[config.mk]
export PLATFORM = sky130hd
export DESIGN_NAME = noc_input_port
export DESIGN_NICKNAME = d
export VERILOG_FILES = /design/src/rtl/noc_pkg.sv /design/src/rtl/noc_flit_fifo.sv /design/src/rtl/noc_input_port.sv
export SDC_FILE = /design/constraint.sdc
export NUM_CORES = 1
export LEC_CHECK = 0
export CAP_MARGIN = 20
export CORE_ASPECT_RATIO = 1.25
export CORE_UTILIZATION = 25
export CTS_BUF_LIST = sky130_fd_sc_hd__clkbuf_2
export DETAILED_ROUTE_END_ITERATION = 8
export GPL_TIMING_DRIVEN = 0
export HOLD_SLACK_MARGIN = 0.12
export PLACE_DENSITY = 0.48
export SETUP_SLACK_MARGIN = 0.1
export SLEW_MARGIN = 10
export SYNTH_ARGS = -nofsm -noshare
export SYNTH_HDL_FRONTEND = slang
export SYNTH_SLANG_ARGS = --single-unit
[constraint.sdc]
create_clock -name clk -period 5.8 [get_ports clk]
set_input_delay 1.45 -clock clk [delete_from_list [all_inputs] [get_ports clk]]
set_output_delay 1.45 -clock clk [all_outputs]
set_load 0.03 [all_outputs]
[src/rtl/noc_pkg.sv]
// Shared NoC definitions: flit width, PE credit limit, default buffer depth, flit type.
package noc_pkg;

  localparam int unsigned FLIT_W     = 20;
  localparam int unsigned PE_CREDITS = 7;
  localparam int unsigned DEPTH      = 8;

  typedef logic [FLIT_W-1:0] flit_t;

endpackage

[src/rtl/noc_flit_fifo.sv]
// Synchronous first-word-fall-through FIFO. The head entry is visible on rdata whenever
// empty is low. The caller guarantees push is never asserted while full without a pop.
module noc_flit_fifo
  import noc_pkg::*;
#(
  parameter int unsigned FLIT_W = noc_pkg::FLIT_W,
  parameter int unsigned DEPTH  = noc_pkg::DEPTH
) (
  input  logic                     clk,
  input  logic                     rst,
  input  logic                     push,
  input  logic                     pop,
  input  logic [FLIT_W-1:0]        wdata,
  output logic [FLIT_W-1:0]        rdata,
  output logic                     full,
  output logic                     empty,
  output logic [$clog2(DEPTH):0]   occupancy
);

  localparam int unsigned PtrW = $clog2(DEPTH);
  localparam int unsigned OccW = PtrW + 1;
  localparam logic [PtrW-1:0] PtrOne = PtrW'(1);
  localparam logic [OccW-1:0] OccOne = OccW'(1);
  localparam logic [OccW-1:0] OccMax = OccW'(DEPTH);

  logic [FLIT_W-1:0] mem_q [DEPTH];
  logic [PtrW-1:0]   wr_ptr_q, wr_ptr_d;
  logic [PtrW-1:0]   rd_ptr_q, rd_ptr_d;
  logic [OccW-1:0]   occ_q, occ_d;

  // Pointer and occupancy next state; pointers wrap naturally since DEPTH is a power of two.
  always_comb begin
    wr_ptr_d = wr_ptr_q;
    rd_ptr_d = rd_ptr_q;
    occ_d    = occ_q;
    if (push) wr_ptr_d = wr_ptr_q + PtrOne;
    if (pop)  rd_ptr_d = rd_ptr_q + PtrOne;
    if (push && !pop)      occ_d = occ_q + OccOne;
    else if (pop && !push) occ_d = occ_q - OccOne;
  end

  // Control state with synchronous reset; buffered contents are abandoned, not cleared.
  always_ff @(posedge clk) begin
    if (rst) begin
      wr_ptr_q <= '0;
      rd_ptr_q <= '0;
      occ_q    <= '0;
    end else begin
      wr_ptr_q <= wr_ptr_d;
      rd_ptr_q <= rd_ptr_d;
      occ_q    <= occ_d;
    end
  end

  // Storage array, written at the write pointer on an accepted push.
  always_ff @(posedge clk) begin
    if (push && !rst) mem_q[wr_ptr_q] <= wdata;
  end

  assign rdata     = mem_q[rd_ptr_q];
  assign full      = (occ_q == OccMax);
  assign empty     = (occ_q == '0);
  assign occupancy = occ_q;

endmodule

[src/rtl/noc_input_port.sv]
// Router input port: buffers PE flits, returns one credit per drained flit, and keeps a
// saturating receive counter plus a sticky overflow flag for debug.
module noc_input_port
  import noc_pkg::*;
#(
  parameter int unsigned FLIT_W = noc_pkg::FLIT_W,
  parameter int unsigned DEPTH  = noc_pkg::DEPTH,
  parameter int unsigned CNT_W  = 16
) (
  input  logic                     clk,
  input  logic                     rst,
  input  logic [FLIT_W-1:0]        in_data,
  input  logic                     in_valid,
  output logic                     ci,
  output logic [FLIT_W-1:0]        out_data,
  output logic                     out_valid,
  input  logic                     out_ready,
  output logic [$clog2(DEPTH):0]   occupancy,
  output logic                     ovf,
  output logic [CNT_W-1:0]         rx_count
);

  localparam logic [CNT_W-1:0] CntOne = CNT_W'(1);

  logic full, empty;
  logic push, pop, drop;
  logic ci_q, ovf_q, ovf_d;
  logic [CNT_W-1:0] rx_count_q, rx_count_d;

  noc_flit_fifo #(
    .FLIT_W (FLIT_W),
    .DEPTH  (DEPTH)
  ) u_fifo (
    .clk       (clk),
    .rst       (rst),
    .push      (push),
    .pop       (pop),
    .wdata     (in_data),
    .rdata     (out_data),
    .full      (full),
    .empty     (empty),
    .occupancy (occupancy)
  );

  // Handshake decode; a pop frees a slot in the same cycle so a full buffer still accepts.
  always_comb begin
    pop  = !empty && out_ready;
    push = in_valid && (!full || pop);
    drop = in_valid && full && !pop;
  end

  // Debug state next values: sticky overflow, saturating accepted-flit counter.
  always_comb begin
    ovf_d      = ovf_q | drop;
    rx_count_d = rx_count_q;
    if (push && (rx_count_q != '1)) rx_count_d = rx_count_q + CntOne;
  end

  // Credit return lags the pop by one clock; reset discards pending credits.
  always_ff @(posedge clk) begin
    if (rst) begin
      ci_q       <= 1'b0;
      ovf_q      <= 1'b0;
      rx_count_q <= '0;
    end else begin
      ci_q       <= pop;
      ovf_q      <= ovf_d;
      rx_count_q <= rx_count_d;
    end
  end

  assign ci        = ci_q;
  assign out_valid = !empty;
  assign ovf       = ovf_q;
  assign rx_count  = rx_count_q;

endmodule

==> metrics.txt <==
# TYPE chip_impl_metric gauge
chip_impl_metric{name="synth-seq-cells",unit=""} 191
chip_impl_info{name="r2r-start",value="u_fifo.occupancy[0]"} 1
chip_impl_metric{name="worst_ep_arrival_time",unit="ns"} 3.14
chip_impl_metric{name="postCtsHoldBufs",unit=""} 0
chip_impl_metric{name="largest_net_degree_at_the_start_of_global_routing",unit=""} 21
chip_impl_metric{name="die_x",unit="um"} 158
chip_impl_metric{name="grt_util_all_layers",unit=""} 0.114
chip_impl_info{name="min_path_type",value="reg -> reg"} 1
chip_impl_metric{name="reg2reg_setup_slack",unit="ns"} 2.77
chip_impl_metric{name="floorplan.die_area",unit="sq um"} 31200
chip_impl_info{name="crit_type",value="reg -> out"} 1
chip_impl_metric{name="ir_drop",unit="uV"} 107
chip_impl_metric{name="ys.warnings.count",unit=""} 0
chip_impl_metric{name="core",unit="sq um"} 30000
chip_impl_metric{name="vias",unit=""} 4092
chip_impl_metric{name="placed_cell_area",unit="sq um"} 9020
chip_impl_metric{name="timing.reg2reg.worst_path_depth",unit=""} 11
chip_impl_metric{name="ant_nets",unit=""} 0
chip_impl_metric{name="first_pass_grt_wire_length",unit="um"} 25700
chip_impl_info{name="hold_start",value="u_fifo.wr_ptr_q[0]"} 1
chip_impl_metric{name="grt_antenna_before_repair",unit=""} 2
chip_impl_metric{name="globalRoute.totalOverflow",unit=""} 0
chip_impl_metric{name="number_of_global_route_vias_before_repair",unit=""} 4433
chip_impl_metric{name="power.leakage",unit="nW"} 2.88
chip_impl_info{name="cts.root.buffer_cell",value="sky130_fd_sc_hd__clkbuf_2"} 1
chip_impl_metric{name="crit_path_max_fanout",unit=""} 10
chip_impl_metric{name="post_cts.resized_instances",unit=""} 0
chip_impl_metric{name="timing.clock.skew",unit="ns"} 0.0400
chip_impl_metric{name="design_power_total",unit="W"} 0.00322
chip_impl_metric{name="max_freq",unit="MHz"} 218
chip_impl_info{name="startpoint_type",value="flip-flop"} 1
chip_impl_metric{name="synth_cells",unit=""} 412
chip_impl_metric{name="drt-vias-per-instance",unit=""} 4.37
chip_impl_metric{name="pwr_density_cell",unit="nW/um^2"} 348
chip_impl_metric{name="finalWeightedCongestion",unit=""} 0.773
chip_impl_metric{name="synth-seq-area-share",unit=""} 0.711
chip_impl_metric{name="postSynthAreaPerCell",unit="sq um"} 18.5
chip_impl_metric{name="timing_worst_slew_pin_value",unit="ns"} 0.810
chip_impl_metric{name="clk_pin_slew_worst_paths",unit="ns"} 0.25
chip_impl_metric{name="finalWorstPathRequiredPeriod",unit="ns"} 4.59
chip_impl_metric{name="drc",unit=""} 0
chip_impl_metric{name="syn_area",unit="sq um"} 7630
chip_impl_metric{name="detailedRoute.firstPassIterationCount",unit=""} 4
chip_impl_metric{name="cts-htree-levels",unit=""} 4
chip_impl_metric{name="first_iter_violations",unit=""} 211
chip_impl_info{name="timing.rr.end",value="u_fifo.occupancy[3]"} 1
chip_impl_metric{name="top_level_ports",unit=""} 67
chip_impl_info{name="cp-endpoint",value="out_data[2]"} 1
chip_impl_metric{name="preCtsSetupSlack",unit="ns"} 1.28
chip_impl_metric{name="wl_per_cell",unit="um"} 18.0
chip_impl_metric{name="synth.net_count",unit=""} 443
chip_impl_metric{name="hold_ws",unit="ns"} 0.512
chip_impl_metric{name="dieHeight",unit="um"} 197
chip_impl_metric{name="maxSlewHeadroom",unit=""} 0.460
chip_impl_metric{name="timing.final.setup_violations",unit=""} 0
chip_impl_metric{name="design_area",unit="sq um"} 9270
chip_impl_metric{name="post_cts_buffers",unit=""} 0
chip_impl_metric{name="fin_ws",unit="ns"} 1.21
chip_impl_metric{name="hold_viol",unit=""} 0
chip_impl_metric{name="worst_skew_pair.late_latency",unit="ns"} 0.76
chip_impl_info{name="status",value="completed"} 1
chip_impl_metric{name="max-clock-path-buffers",unit=""} 2
chip_impl_info{name="tritoncts",value="done"} 1
chip_impl_metric{name="area_growth",unit="%"} 21.4
chip_impl_metric{name="floorplan.initialDensity",unit=""} 0.254
chip_impl_metric{name="filler_cell_count",unit=""} 3000
chip_impl_metric{name="floorplan.rows",unit=""} 71
chip_impl_metric{name="worst_ep_required_time",unit="ns"} 4.35
chip_impl_info{name="worstSetupEndpointType",value="output pin"} 1
chip_impl_metric{name="routed_wl",unit="um"} 16800
chip_impl_metric{name="place_hpwl",unit="um"} 11800
chip_impl_info{name="rsz0062_at_grt",value="no"} 1
chip_impl_metric{name="cap_viol_max_count",unit=""} 0
chip_impl_metric{name="final_net_count",unit=""} 552
chip_impl_metric{name="timing.final.max_slew_violations",unit=""} 0
chip_impl_metric{name="drive_above_1_share",unit=""} 0.266
chip_impl_metric{name="yosys.cell_types.count",unit=""} 43
chip_impl_metric{name="fin_crit_sh",unit=""} 0.791
chip_impl_metric{name="io_buffer_count",unit=""} 66
chip_impl_metric{name="tritoncts_buffer_count",unit=""} 17
chip_impl_metric{name="cts.sink_count",unit=""} 191
## power by group
group          leakage, nW  switching [W]  internal [W]
clock                0.150       0.000457      0.000208
combinational         1.04       0.000513      0.000475
sequential            1.70      0.0000336       0.00154
total                 2.88        0.00100       0.00222
## layer usage
metal / up-vias / routed length [um] / global-route usage
met3: 19 / 568 / 0.0276
met5: - / 13 / 0
met2: 65 / 9240 / 0.212
met1: 2112 / 6760 / 0.123
li1: 1894 / - / -
met4: 2 / 246 / 0.0424
## flip-flops by register name, indices dropped and copies added, names as in the netlist, named ones only
name,cells
u_fifo.wr_ptr_q,3
u_fifo.occupancy,4
u_fifo.mem_q,160
u_fifo.rd_ptr_q,3
ci,1
ovf,1
rx_count,16
## per-stage QoR
stage                     utilization  TNS (ns)  std cells
final                           0.309         0        936
after global placement          0.293   -241.49        879
after detailed placement        0.300         0        903
after floorplan                     -         0        412
after global routing            0.309         0        936
after CTS                       0.308         0        935
## worst min-delay path by stage
| stage | endpoint | depth (start not counted) | slack (ns) |
|---|---|---|---|
| 2_1_floorplan | u_fifo.wr_ptr_q[0] | 2 | 0.46 |
| 3_3_place_gp | ovf | 2 | 0.47 |
| 3_5_place_dp | u_fifo.wr_ptr_q[0] | 2 | 0.49 |
| 4_1_cts | u_fifo.wr_ptr_q[0] | 2 | 0.52 |
| 5_1_grt | u_fifo.wr_ptr_q[0] | 2 | 0.54 |
| 6_report | u_fifo.wr_ptr_q[0] | 2 | 0.51 |
## layout make-up
| type | instances | area (sq um) | share of cell area |
|---|---|---|---|
| Sequential cell | 191 | 5430 | 0.586 |
| Multi-Input combinational cell | 197 | 2140 | 0.231 |
| Timing Repair Buffer | 90 | 836 | 0.0902 |
| Tap cell | 401 | 502 | 0.0542 |
| Clock inverter | 14 | 151 | 0.0163 |
| Buffer | 20 | 100 | 0.0108 |
| Clock buffer | 18 | 90.1 | 0.00972 |
| Inverter | 4 | 15.0 | 0.00162 |
| Antenna cell | 1 | 2.50 | 0.000270 |
## kinds of logic after synthesis
group / count (synthesis) / synth area share
flip-flops: 191 / 0.711
AND/OR/NAND/NOR: 82 / 0.0646
multiplexers: 68 / 0.159
AO/OA/AOI/OAI: 35 / 0.0323
buffers and inverters: 24 / 0.0151
adder cells (fa/ha/maj): 7 / 0.0125
XOR/XNOR: 5 / 0.00574
## placed cells by master (no fill, tap or decap), drive strengths merged, types with 8 or more instances in the layout
master and instances:
clkbuf 30, buf 32, dfxtp 31, inv 10, a21oi 17, mux2 25
mux4 40, nand3 8, edfxtp 160, o31ai 8, or4 8, nor2 23
clkdlybuf4s50 66
## worst max-delay path, stage by stage, from the launching register on
cell	delay [ns]
sky130_fd_sc_hd__dfxtp_1	0.36
sky130_fd_sc_hd__clkbuf_1	0.15
sky130_fd_sc_hd__buf_2	0.43
sky130_fd_sc_hd__mux4_2	0.57
sky130_fd_sc_hd__mux2_2	0.30
sky130_fd_sc_hd__clkdlybuf4s50_1	0.59
## synth_stat cells (all sizes together)
cell     instances  area, sq um
mux2            25          282
or3              2         12.5
mux2i            3         30.0
or4              8         60.1
a311oi           1         8.76
fa               1         20.0
nand2b           2         12.5
edfxtp         160         4800
buf              8         55.1
o31ai            8         60.1
clkbuf          12         45.0
xnor2            1         8.76
nor2            23         86.3
ha               6         75.1
nor4             6         67.6
nor4b            6         52.6
mux4            40          901
xor2             4         35.0
o211ai           2         15.0
nand4b           1         8.76
nand4            5         31.3
a211oi           1         12.5
nand3            8         40.0
a21oi           17         85.1
o21ai            4         31.3
and4             2         17.5
o2111ai          1         26.3
nand2            6         22.5
and2             1         6.26
dfxtp           31          621
nor3             2         10.0
inv              4         15.0
and3             1         6.26
a21o             1         7.51
nor2b            5         31.3
or2              2         12.5
nand3b           2         15.0
Power figures use the tool's default switching activity.
